## config.mk

```make
export PLATFORM = sky130hd
export DESIGN_NAME = fetch_queue_flat
export DESIGN_NICKNAME = d
export VERILOG_FILES = /design/src/rtl/fetch_queue_pkg.sv /design/src/rtl/fetch_queue_if.sv /design/src/rtl/fetch_queue_fq_ptr.sv /design/src/rtl/fetch_queue.sv /design/src/flat_wrapper.sv
export SDC_FILE = /design/constraint.sdc
export NUM_CORES = 1
export LEC_CHECK = 0
export CAP_MARGIN = 20
export CORE_ASPECT_RATIO = 0.9
export CORE_UTILIZATION = 25
export DETAILED_ROUTE_END_ITERATION = 10
export RECOVER_POWER = 25
export SYNTH_ARGS = -nofsm -noshare
export SYNTH_HDL_FRONTEND = slang
export SYNTH_SLANG_ARGS = --single-unit
```

## constraint.sdc

```tcl
create_clock -name clk -period 6.1 [get_ports clk]
set_input_delay 1.22 -clock clk [delete_from_list [all_inputs] [get_ports clk]]
set_output_delay 1.22 -clock clk [all_outputs]
set_load 0.02 [all_outputs]
```

## src/rtl/fetch_queue_pkg.sv

```systemverilog
// Shared types and constants for the decode-side fetch queue.
//   if_stage_out_t : one fetched beat {inst, pc, pc4} as produced by IF
//   fq_status_t    : occupancy summary {count, full, empty}
//   NOP_INST       : addi x0,x0,0 presented to ID when nothing is valid
package fetch_queue_pkg;

    localparam int FQ_DEPTH = 4;
    localparam int FQ_PTR_W = $clog2(FQ_DEPTH);
    localparam int FQ_CNT_W = FQ_PTR_W + 1;

    localparam logic [31:0] NOP_INST = 32'h0000_0013;

    typedef struct packed {
        logic [31:0] inst;
        logic [31:0] pc;
        logic [31:0] pc4;
    } if_stage_out_t;

    typedef struct packed {
        logic [FQ_CNT_W-1:0] count;
        logic                full;
        logic                empty;
    } fq_status_t;

endpackage

```

## src/rtl/fetch_queue_if.sv

```systemverilog
// Handshake bundle between IF, the fetch queue and ID.
//   master : the IF/ID side (drives fetched beats, flush and ID ready)
//   slave  : the fetch queue (drives the head entry, stall and occupancy)
interface fetch_queue_if
    import fetch_queue_pkg::*;
#(
    parameter int DEPTH = FQ_DEPTH
) ();

    localparam int CNT_W = $clog2(DEPTH) + 1;

    if_stage_out_t    if_out_i;
    logic             if_valid_i;
    logic             flush_i;
    logic             stall_o;
    logic [31:0]      id_inst_o;
    logic [31:0]      id_pc_o;
    logic [31:0]      id_pc4_o;
    logic             id_valid_o;
    logic             id_ready_i;
    logic [CNT_W-1:0] count_o;

    modport master (
        output if_out_i, if_valid_i, flush_i, id_ready_i,
        input  stall_o, id_inst_o, id_pc_o, id_pc4_o, id_valid_o, count_o
    );

    modport slave (
        input  if_out_i, if_valid_i, flush_i, id_ready_i,
        output stall_o, id_inst_o, id_pc_o, id_pc4_o, id_valid_o, count_o
    );

endinterface

```

## src/rtl/fetch_queue_fq_ptr.sv

```systemverilog
// Wrap-around FIFO pointer.
//   clk, rst : clock, synchronous active-high reset (pointer to 0)
//   clr      : return pointer to 0 (flush)
//   inc      : advance by one; wraps naturally because depth is a power of 2
//   ptr_o    : current pointer value
module fq_ptr #(
    parameter int W = 2
) (
    input  logic         clk,
    input  logic         rst,
    input  logic         clr,
    input  logic         inc,
    output logic [W-1:0] ptr_o
);

    logic [W-1:0] ptr_q;
    logic [W-1:0] ptr_d;

    always_comb begin
        ptr_d = ptr_q;
        if (clr) begin
            ptr_d = '0;
        end else if (inc) begin
            ptr_d = ptr_q + W'(1);
        end
    end

    always_ff @(posedge clk) begin
        if (rst) begin
            ptr_q <= '0;
        end else begin
            ptr_q <= ptr_d;
        end
    end

    assign ptr_o = ptr_q;

endmodule

```

## src/rtl/fetch_queue.sv

```systemverilog
// Fetch queue between IF and ID: small first-word-fall-through FIFO of fetched
// beats. Stalls IF while full and drops all (wrong-path) entries on flush.
//   clk, rst : core clock, synchronous active-high reset
//   bus      : fetch_queue_if.slave -- IF beat in, flush, ID handshake out,
//              stall_o to IF, count_o occupancy
module fetch_queue
    import fetch_queue_pkg::*;
#(
    parameter int DEPTH = FQ_DEPTH
) (
    input  logic          clk,
    input  logic          rst,
    fetch_queue_if.slave  bus
);

    localparam int PTR_W = $clog2(DEPTH);
    localparam int CNT_W = PTR_W + 1;

    // The status struct is sized from the package depth, so the two must agree.
    generate
        if (DEPTH != FQ_DEPTH || DEPTH < 2 || (DEPTH & (DEPTH - 1)) != 0) begin : g_bad_depth
            $error("fetch_queue: DEPTH must be a power of 2, >= 2, and equal FQ_DEPTH");
        end
    endgenerate

    if_stage_out_t    mem_q [DEPTH];
    logic [CNT_W-1:0] count_q;
    logic [CNT_W-1:0] count_d;
    logic [PTR_W-1:0] wr_ptr;
    logic [PTR_W-1:0] rd_ptr;
    fq_status_t       st;
    logic             push;
    logic             pop;
    logic             head_valid;
    if_stage_out_t    head;

    always_comb begin
        st       = '0;
        st.count = count_q;
        st.full  = (count_q == CNT_W'(DEPTH));
        st.empty = (count_q == '0);
    end

    // Flush hides the head in the same cycle so ID never consumes a wrong-path entry.
    assign head_valid = ~st.empty & ~bus.flush_i;
    assign push       = bus.if_valid_i & ~st.full & ~bus.flush_i;
    assign pop        = head_valid & bus.id_ready_i;

    always_comb begin
        count_d = count_q;
        if (bus.flush_i) begin
            count_d = '0;
        end else if (push && !pop) begin
            count_d = count_q + CNT_W'(1);
        end else if (pop && !push) begin
            count_d = count_q - CNT_W'(1);
        end
    end

    always_ff @(posedge clk) begin
        if (rst) begin
            count_q <= '0;
        end else begin
            count_q <= count_d;
        end
    end

    // Storage holds data only; validity lives entirely in count/pointers.
    always_ff @(posedge clk) begin
        if (push) begin
            mem_q[wr_ptr] <= bus.if_out_i;
        end
    end

    fq_ptr #(.W(PTR_W)) u_wr_ptr (
        .clk   (clk),
        .rst   (rst),
        .clr   (bus.flush_i),
        .inc   (push),
        .ptr_o (wr_ptr)
    );

    fq_ptr #(.W(PTR_W)) u_rd_ptr (
        .clk   (clk),
        .rst   (rst),
        .clr   (bus.flush_i),
        .inc   (pop),
        .ptr_o (rd_ptr)
    );

    assign head = mem_q[rd_ptr];

    assign bus.id_valid_o = head_valid;
    assign bus.id_inst_o  = head_valid ? head.inst : NOP_INST;
    assign bus.id_pc_o    = head_valid ? head.pc   : 32'h0;
    assign bus.id_pc4_o   = head_valid ? head.pc4  : 32'h0;
    assign bus.stall_o    = st.full;
    assign bus.count_o    = st.count;

endmodule
```

## src/flat_wrapper.sv

```systemverilog
// flat-port wrapper written by rule: the top's interface ports become plain ports
module fetch_queue_flat import fetch_queue_pkg::*;
#(
    parameter int DEPTH = FQ_DEPTH
)
  (clk, rst, bus_if_out_i, bus_if_valid_i, bus_flush_i, bus_id_ready_i, bus_stall_o, bus_id_inst_o, bus_id_pc_o, bus_id_pc4_o, bus_id_valid_o, bus_count_o);
  fetch_queue_if #(.DEPTH(DEPTH)) bus_i ();
  input  logic clk;
  input  logic rst;
  input wire logic [$bits(bus_i.if_out_i)-1:0] bus_if_out_i;
  input wire logic [$bits(bus_i.if_valid_i)-1:0] bus_if_valid_i;
  input wire logic [$bits(bus_i.flush_i)-1:0] bus_flush_i;
  input wire logic [$bits(bus_i.id_ready_i)-1:0] bus_id_ready_i;
  output wire logic [$bits(bus_i.stall_o)-1:0] bus_stall_o;
  output wire logic [$bits(bus_i.id_inst_o)-1:0] bus_id_inst_o;
  output wire logic [$bits(bus_i.id_pc_o)-1:0] bus_id_pc_o;
  output wire logic [$bits(bus_i.id_pc4_o)-1:0] bus_id_pc4_o;
  output wire logic [$bits(bus_i.id_valid_o)-1:0] bus_id_valid_o;
  output wire logic [$bits(bus_i.count_o)-1:0] bus_count_o;
  assign bus_i.if_out_i = bus_if_out_i;
  assign bus_i.if_valid_i = bus_if_valid_i;
  assign bus_i.flush_i = bus_flush_i;
  assign bus_i.id_ready_i = bus_id_ready_i;
  assign bus_stall_o = bus_i.stall_o;
  assign bus_id_inst_o = bus_i.id_inst_o;
  assign bus_id_pc_o = bus_i.id_pc_o;
  assign bus_id_pc4_o = bus_i.id_pc4_o;
  assign bus_id_valid_o = bus_i.id_valid_o;
  assign bus_count_o = bus_i.count_o;
  fetch_queue #(.DEPTH(DEPTH)) u_core (.clk(clk), .rst(rst), .bus(bus_i));
endmodule
```

# --- Word level (Yosys, flattened, before mapping) ---
# Memories as Yosys holds them, arrays and structs flattened. A register that Yosys moved wholly into a read port is not among the register bits.
# Cells that the tools add are included.
# W data, S select, Z words.
word_totals:
  register_bits: 7
  latchBits: 0
  ram_bits: 384
  romBits: 0
  input_bits: 101
  out_inout_bits: 101
  wordCells: 32
  memories: 1
classes:
  addsub: 4
  multipliers: 0
  n_div: 0
  order_cmp: 0
  eq_ne: 1
  n_shift: 0
  n_mux: 9
  bitwise: 7
  n_reduce_logical: 7
memory_table:
  columns: ["memory", "depth", "width", "read_ports", "rd_clocked_by_memory_dff", "wr", "line_no", "rtl"]
  rows:
  - ["u_core.mem_q", 4, 96, 1, 1, 1, "fetch_queue.sv:26", "if_stage_out_t mem_q [DEPTH];"]
op_table:
  columns: ["op", "count"]
  rows:
  - ["$mux W32", 3]
  - ["$mux W3", 2]
  - ["$add A2 B1 Y2 const B", 2]
  - ["$and A1 B1 Y1", 4]
  - ["$mux W2", 2]
  - ["$add A3 B1 Y3 const B", 1]
  - ["$eq A3 B3 Y1 const B", 1]
  - ["$logic_not A3 Y1", 1]
  - ["$not A1 Y1", 3]
  - ["$sub A3 B1 Y3 const B", 1]
  - ["$logic_and A1 B1 Y1", 2]
  - ["$logic_not A1 Y1", 2]
  - ["$mux W1", 2]
  - ["$reduce_bool A2 Y1", 1]
  - ["$reduce_or A2 Y1", 1]

# --- Longest topological paths before layout ---
depth:
  ltp_word: 8
  ltp_mapped: 10
  mapped_depth_nobuf: 9

# --- By module ---
# From an unflattened synthesis, not the netlist that was laid out.
hier_totals:
  cells_unflattened: 649
  area_unflattened_um2: 14860.5
by_module_without_submodules:
  columns: ["mod", "instances", "cells_per_inst", "area_per_inst_um2", "seq_area_each_um2"]
  rows:
  - ["fetch_queue", 1, 633, 14690.3, 11591.1]
  - ["fq_ptr", 2, 8, 85.1, 40.0]

# --- Worst setup path before layout ---
# Ideal clock, no wire load.
synth_path:
  path_kind: "input port to flip-flop"
  start: "input port bus_if_valid_i"
  end: "memory u_core.mem_q[0][0] in the netlist's numbering (enable)"
  setup_ns: 0.466
  arrival_time_ns: 3.862
  required_ns: 5.634
  path_slack_ns: 1.773
  path_stages: 3
  path_buffers: 0
  cell_sequence: "inv_1 > nor3_1 > and2_1"
synth_between:
  elab_chain_cells: 4
synth_lines:
  columns: ["element", "line_no", "rtl"]
  rows:
  - ["start: declaration", "flat_wrapper.sv:11", "input wire logic [$bits(bus_i.if_valid_i)-1:0] bus_if_valid_i;"]
  - ["$and A1 B1 Y1 (2 in series)", "fetch_queue.sv:46", "assign push = bus.if_valid_i & ~st.full & ~bus.flush_i;"]
  - ["via u_core.push", "fetch_queue.sv:32", "logic push;"]
  - ["$mux W1", "fetch_queue.sv:70", "if (push) begin"]
  - ["$mux W1 (implied by the code)", "fetch_queue.sv:71", "mem_q[wr_ptr] <= bus.if_out_i;"]
  - ["end: declaration", "fetch_queue.sv:26", null]
# The timed path passes the listed nets, and every way through them passes these cells.

# --- Final worst setup path ---
layout_path:
  start: "input port bus_flush_i"
  end: "output port bus_id_inst_o[10]"
layout_between:
  elab_chain_cells: 3
layout_lines:
  columns: ["element", "line_no", "rtl"]
  rows:
  - ["start: declaration", "flat_wrapper.sv:12", "input wire logic [$bits(bus_i.flush_i)-1:0] bus_flush_i;"]
  - ["$not A1 Y1", "fetch_queue.sv:45", "assign head_valid = ~st.empty & ~bus.flush_i;"]
  - ["$and A1 B1 Y1", "fetch_queue.sv:45", null]
  - ["$mux W32", "fetch_queue.sv:94", "assign bus.id_inst_o = head_valid ? head.inst : NOP_INST;"]
  - ["end: declaration", "flat_wrapper.sv:15", "output wire logic [$bits(bus_i.id_inst_o)-1:0] bus_id_inst_o;"]
# No other way between the ends.

==> results summary <==
The aggregate negative setup slack is 0 ns. The dominant delay contributor by cell family on the critical path is buffers and inverters. The number of warnings issued by yosys came out at 0. STA classifies the critical path startpoint as an input pin.

The area enclosed by the die boundary came out at between 60000 and 70000 um2. The slowest stage of the critical path belongs to the cell sky130_fd_sc_hd__nor2_4. The total routing usage reported by global routing is between 10% and 20%. The time the final worst path needs with I/O delays and setup came out at about 4.8 ns.

The sequential fraction of design power is 51.7%. The number of vias in the routed layout is between 7000 and 8000. The violation count after the first detailed-route iteration is about 410. The critical path is of the in -> out type.

The total nets after synthesis came out at approximately 770. The x dimension of the die is ~260 um. The total power divided by cell area came out at ~300 nW/um2. In this run the standard cell core region covers 58800 um2. The global-route congestion overflow total is 0.

The total of fill cells in the finished design is between 5000 and 6000. Dividing the final minimum period by the clock period gives 78.4%. Setup repair after global routing left no endpoint under its margin. The cell that appears most often on the critical path is sky130_fd_sc_hd__clkdlybuf4s50_1. The clock net sink count came out at a little under 400. The number of nets in the finished design is roughly 1000. Timing would allow up to between 200 and 250 MHz. The multi-input combinational cells in the finished layout cover a total of between 3000 and 4000 um2. In the post-synthesis netlist, the biggest area contributors are sky130_fd_sc_hd__edfxtp_1, sky130_fd_sc_hd__mux4_2, sky130_fd_sc_hd__and2_1. The number of max-slew violations in the final report came out at 0. The number of antenna-violating nets in the routed design came out at 0. The logic gate share of total power is about 5.4%. The master cell of the clock root buffer is sky130_fd_sc_hd__clkbuf_16. The remaining max-slew budget at the tightest pin came out at between 30% and 40%. The count of final setup violators is 0. The internal power of the cells is approximately 0.0046 W. VDD sags by at most ~0.00018 V. The count of different cell masters after synthesis is 24. The top-level port count is roughly 200.

The netlist area before placement is roughly 15000 um2. The pin count of the biggest net entering global routing is 63. The number of hold-repair buffers added at the cts stage came out at 0. The fraction of final layout cells sized beyond drive strength 1 is 20.2%.

The instance count of the mapped netlist came out at approximately 660. The share of Yosys cell area claimed by the top area cell type is 77.1%. Buffers placed on the I/O ports in this run total roughly 200. Leaving out fill and tap cells, the most frequent cells in the layout are sky130_fd_sc_hd__edfxtp_1, sky130_fd_sc_hd__clkdlybuf4s50_1, sky130_fd_sc_hd__mux4_2, sky130_fd_sc_hd__and2_1, sky130_fd_sc_hd__dlygate4sd3_1. The post-synthesis sequential element count is a little under 400. The fraction of the yosys area taken by sequential cells is between 70% and 80%. Registers take 11700 um2. The maximum level of the CTS H-tree is 2. The CTS buffer count came out at 44.

Traced cell by cell, the critical path runs through clkdlybuf4s50_1, nor2_4, buf_4, and2_1, clkdlybuf4s50_1. The floorplan has 84 rows. The required time of the critical path is a little under 5 ns.

The post-cts sizing count is 0. Leaving out fill and tap cells, the most frequent cell in the layout is sky130_fd_sc_hd__edfxtp_1. The slew at the pin closest to its max-slew limit came out at around 1.0 ns.

The flow ran to the end, and the final reports show no timing, DRC or antenna violations. The average cell area after synthesis came out at between 20 and 25 um2. The tool flagged a number of max-cap violations equal to 0.

The via count of the first global-routing pass was around 7500. The analysis attributes to net switching a power of about 0.0013 W. The clock network fraction of design power came out at a little over two fifths. The congestion estimate from routability-driven global placement came to roughly 0.66. The clock skew is approximately 0.024 ns.

The clock transition at the register clock pins on the worst setup and hold paths after CTS came out at about 0.05 ns. The routed design has about 32000 um of wire. The mean routed wirelength per cell came out at roughly 19 um. The clock network latency to the later pin of the worst-skew pair is roughly 0.57 ns. The initial core utilization came out at around a quarter. Of the total power, the share spent switching nets is a little over a fifth. The final core utilization came out at 32.9%.

Counting both buffers and inverters, the worst setup path holds a total of 3. The hold violation total from the final report is 0. The number of buffers between clock root and the deepest sink came out at 3. The number of setup buffers added after CTS came out at 0. After detailed routing, the number of remaining DRC violations is 0.

In this design, the stage delay of the slowest critical-path cell is approximately 0.63 ns. The layout overhead on the synthesized area is 29.2%. The signal arrival time at the worst endpoint came out at ~3.6 ns. In this run the worst hold path is classified as reg -> reg. TritonCTS built the clock tree.

In this run the static leakage power is around 6 nW. The synthesized design spends more area on one cell type than any other, namely sky130_fd_sc_hd__edfxtp_1. The die outline height came out at 234 um. The first global-routing pass estimated approximately 46000 um of wire. The post-detailed-placement half-perimeter wirelength is ~19000 um. The worst setup path is captured at an output pin. The number of antenna violations at the first check in global routing came out at 9. Before antenna repair, the detailed router went through 4 iterations. In the routed layout, each cell is associated on average with a via count of 4.20.

The highest net fanout along the worst path is 21.
power by group through the flow:
stage / logic, W / registers [W] / clock network, W
2_1_floorplan: 0.000141 / 0.00309 / 0
3_3_place_gp: 0.000327 / 0.00308 / 0
4_1_cts: 0.000334 / 0.00303 / 0.00260
5_1_grt: 0.000344 / 0.00303 / 0.00269
6_report: 0.000318 / 0.00303 / 0.00251
3_5_place_dp: 0.000332 / 0.00308 / 0
cells by family after synthesis:
family                   Yosys count  synth area share, %
buffers and inverters             37                 1.33
multiplexers                      97                 14.5
adder cells (fa/ha/maj)            6                0.552
XOR/XNOR                           2                0.117
flip-flops                       393                 78.3
AO/OA/AOI/OAI                     11                0.368
AND/OR/NAND/NOR                  115                 4.79
worst paths after layout:
kind                                  from             endpoint  slack, ns  cells past startpoint
setup / recovery               bus_flush_i    bus_id_inst_o[10]       1.32                      5
hold / removal    u_core.u_rd_ptr.ptr_o[1]                 flop       0.49                      2
setup reg to reg     u_core.bus.count_o[0]  u_core.mem_q[3][20]       3.35                      4
hold reg to reg   u_core.u_rd_ptr.ptr_o[1]                 flop       0.49                      2
through the flow:
stage                     setup WS [ns]  std cells  area [um2]  total power (W)  hold WS [ns]
final                              1.32       1699       19300          0.00586         0.494
after detailed placement           1.25       1618       17900          0.00342         0.478
after floorplan                    1.77        661       15000          0.00323         0.459
after global placement             1.30       1618       17900          0.00341         0.460
after global routing               1.16       1697       19300          0.00607         0.505
after CTS                          1.25       1697       19300          0.00596         0.488
per-layer routing:
metal / GRT usage [%] / wire length, um / vias to the layer above
li1: - / - / 3173
met1: 13.5 / 13900 / 3696
met2: 16.6 / 15000 / 202
met3: 2.90 / 1970 / 63
met4: 3.53 / 757 / 8
met5: 0 / 50 / -
cells in the mapped netlist:
| library cell | n |
|---|---|
| sky130_fd_sc_hd__a21oi_1 | 6 |
| sky130_fd_sc_hd__dfxtp_1 | 9 |
| sky130_fd_sc_hd__o21ai_0 | 5 |
| sky130_fd_sc_hd__buf_6 | 6 |
| sky130_fd_sc_hd__inv_1 | 4 |
| sky130_fd_sc_hd__nor3_2 | 1 |
| sky130_fd_sc_hd__nor3_1 | 1 |
| sky130_fd_sc_hd__nor3b_1 | 1 |
| sky130_fd_sc_hd__clkbuf_2 | 1 |
| sky130_fd_sc_hd__edfxtp_1 | 384 |
| sky130_fd_sc_hd__and2_1 | 97 |
| sky130_fd_sc_hd__or2_2 | 1 |
| sky130_fd_sc_hd__clkbuf_1 | 15 |
| sky130_fd_sc_hd__or3_1 | 7 |
| sky130_fd_sc_hd__nand2b_1 | 1 |
| sky130_fd_sc_hd__mux2i_1 | 1 |
| sky130_fd_sc_hd__buf_2 | 11 |
| sky130_fd_sc_hd__nand2_1 | 1 |
| sky130_fd_sc_hd__nor2_1 | 3 |
| sky130_fd_sc_hd__xor2_1 | 2 |
| sky130_fd_sc_hd__ha_1 | 5 |
| sky130_fd_sc_hd__fa_1 | 1 |
| sky130_fd_sc_hd__mux4_2 | 96 |
| sky130_fd_sc_hd__nand3b_1 | 2 |
area by class of cell:
class                      instances  share of cell area (%)
tap                              774                    5.01
timing repair buffer             216                    11.3
clock inverter                    26                    1.24
inverter                           4                  0.0777
clock buffer                      53                    5.87
antenna                            2                  0.0259
sequential                       393                    60.7
multi-input combinational        231                    15.8
flip-flops by register name, summed over array words and instances, names as in the netlist, named ones only:
register               cells
u_core.mem_q             384
u_core.bus.count_o         3
u_core.u_rd_ptr.ptr_o      2
u_core.u_wr_ptr.ptr_o      2
worst min-delay path, stage by stage (launching register included):
cell	delay, ns
sky130_fd_sc_hd__dfxtp_1	0.31
sky130_fd_sc_hd__o21ai_0	0.07
sky130_fd_sc_hd__a21oi_1	0.07
Note: power is estimated with default switching activity, not from simulation.
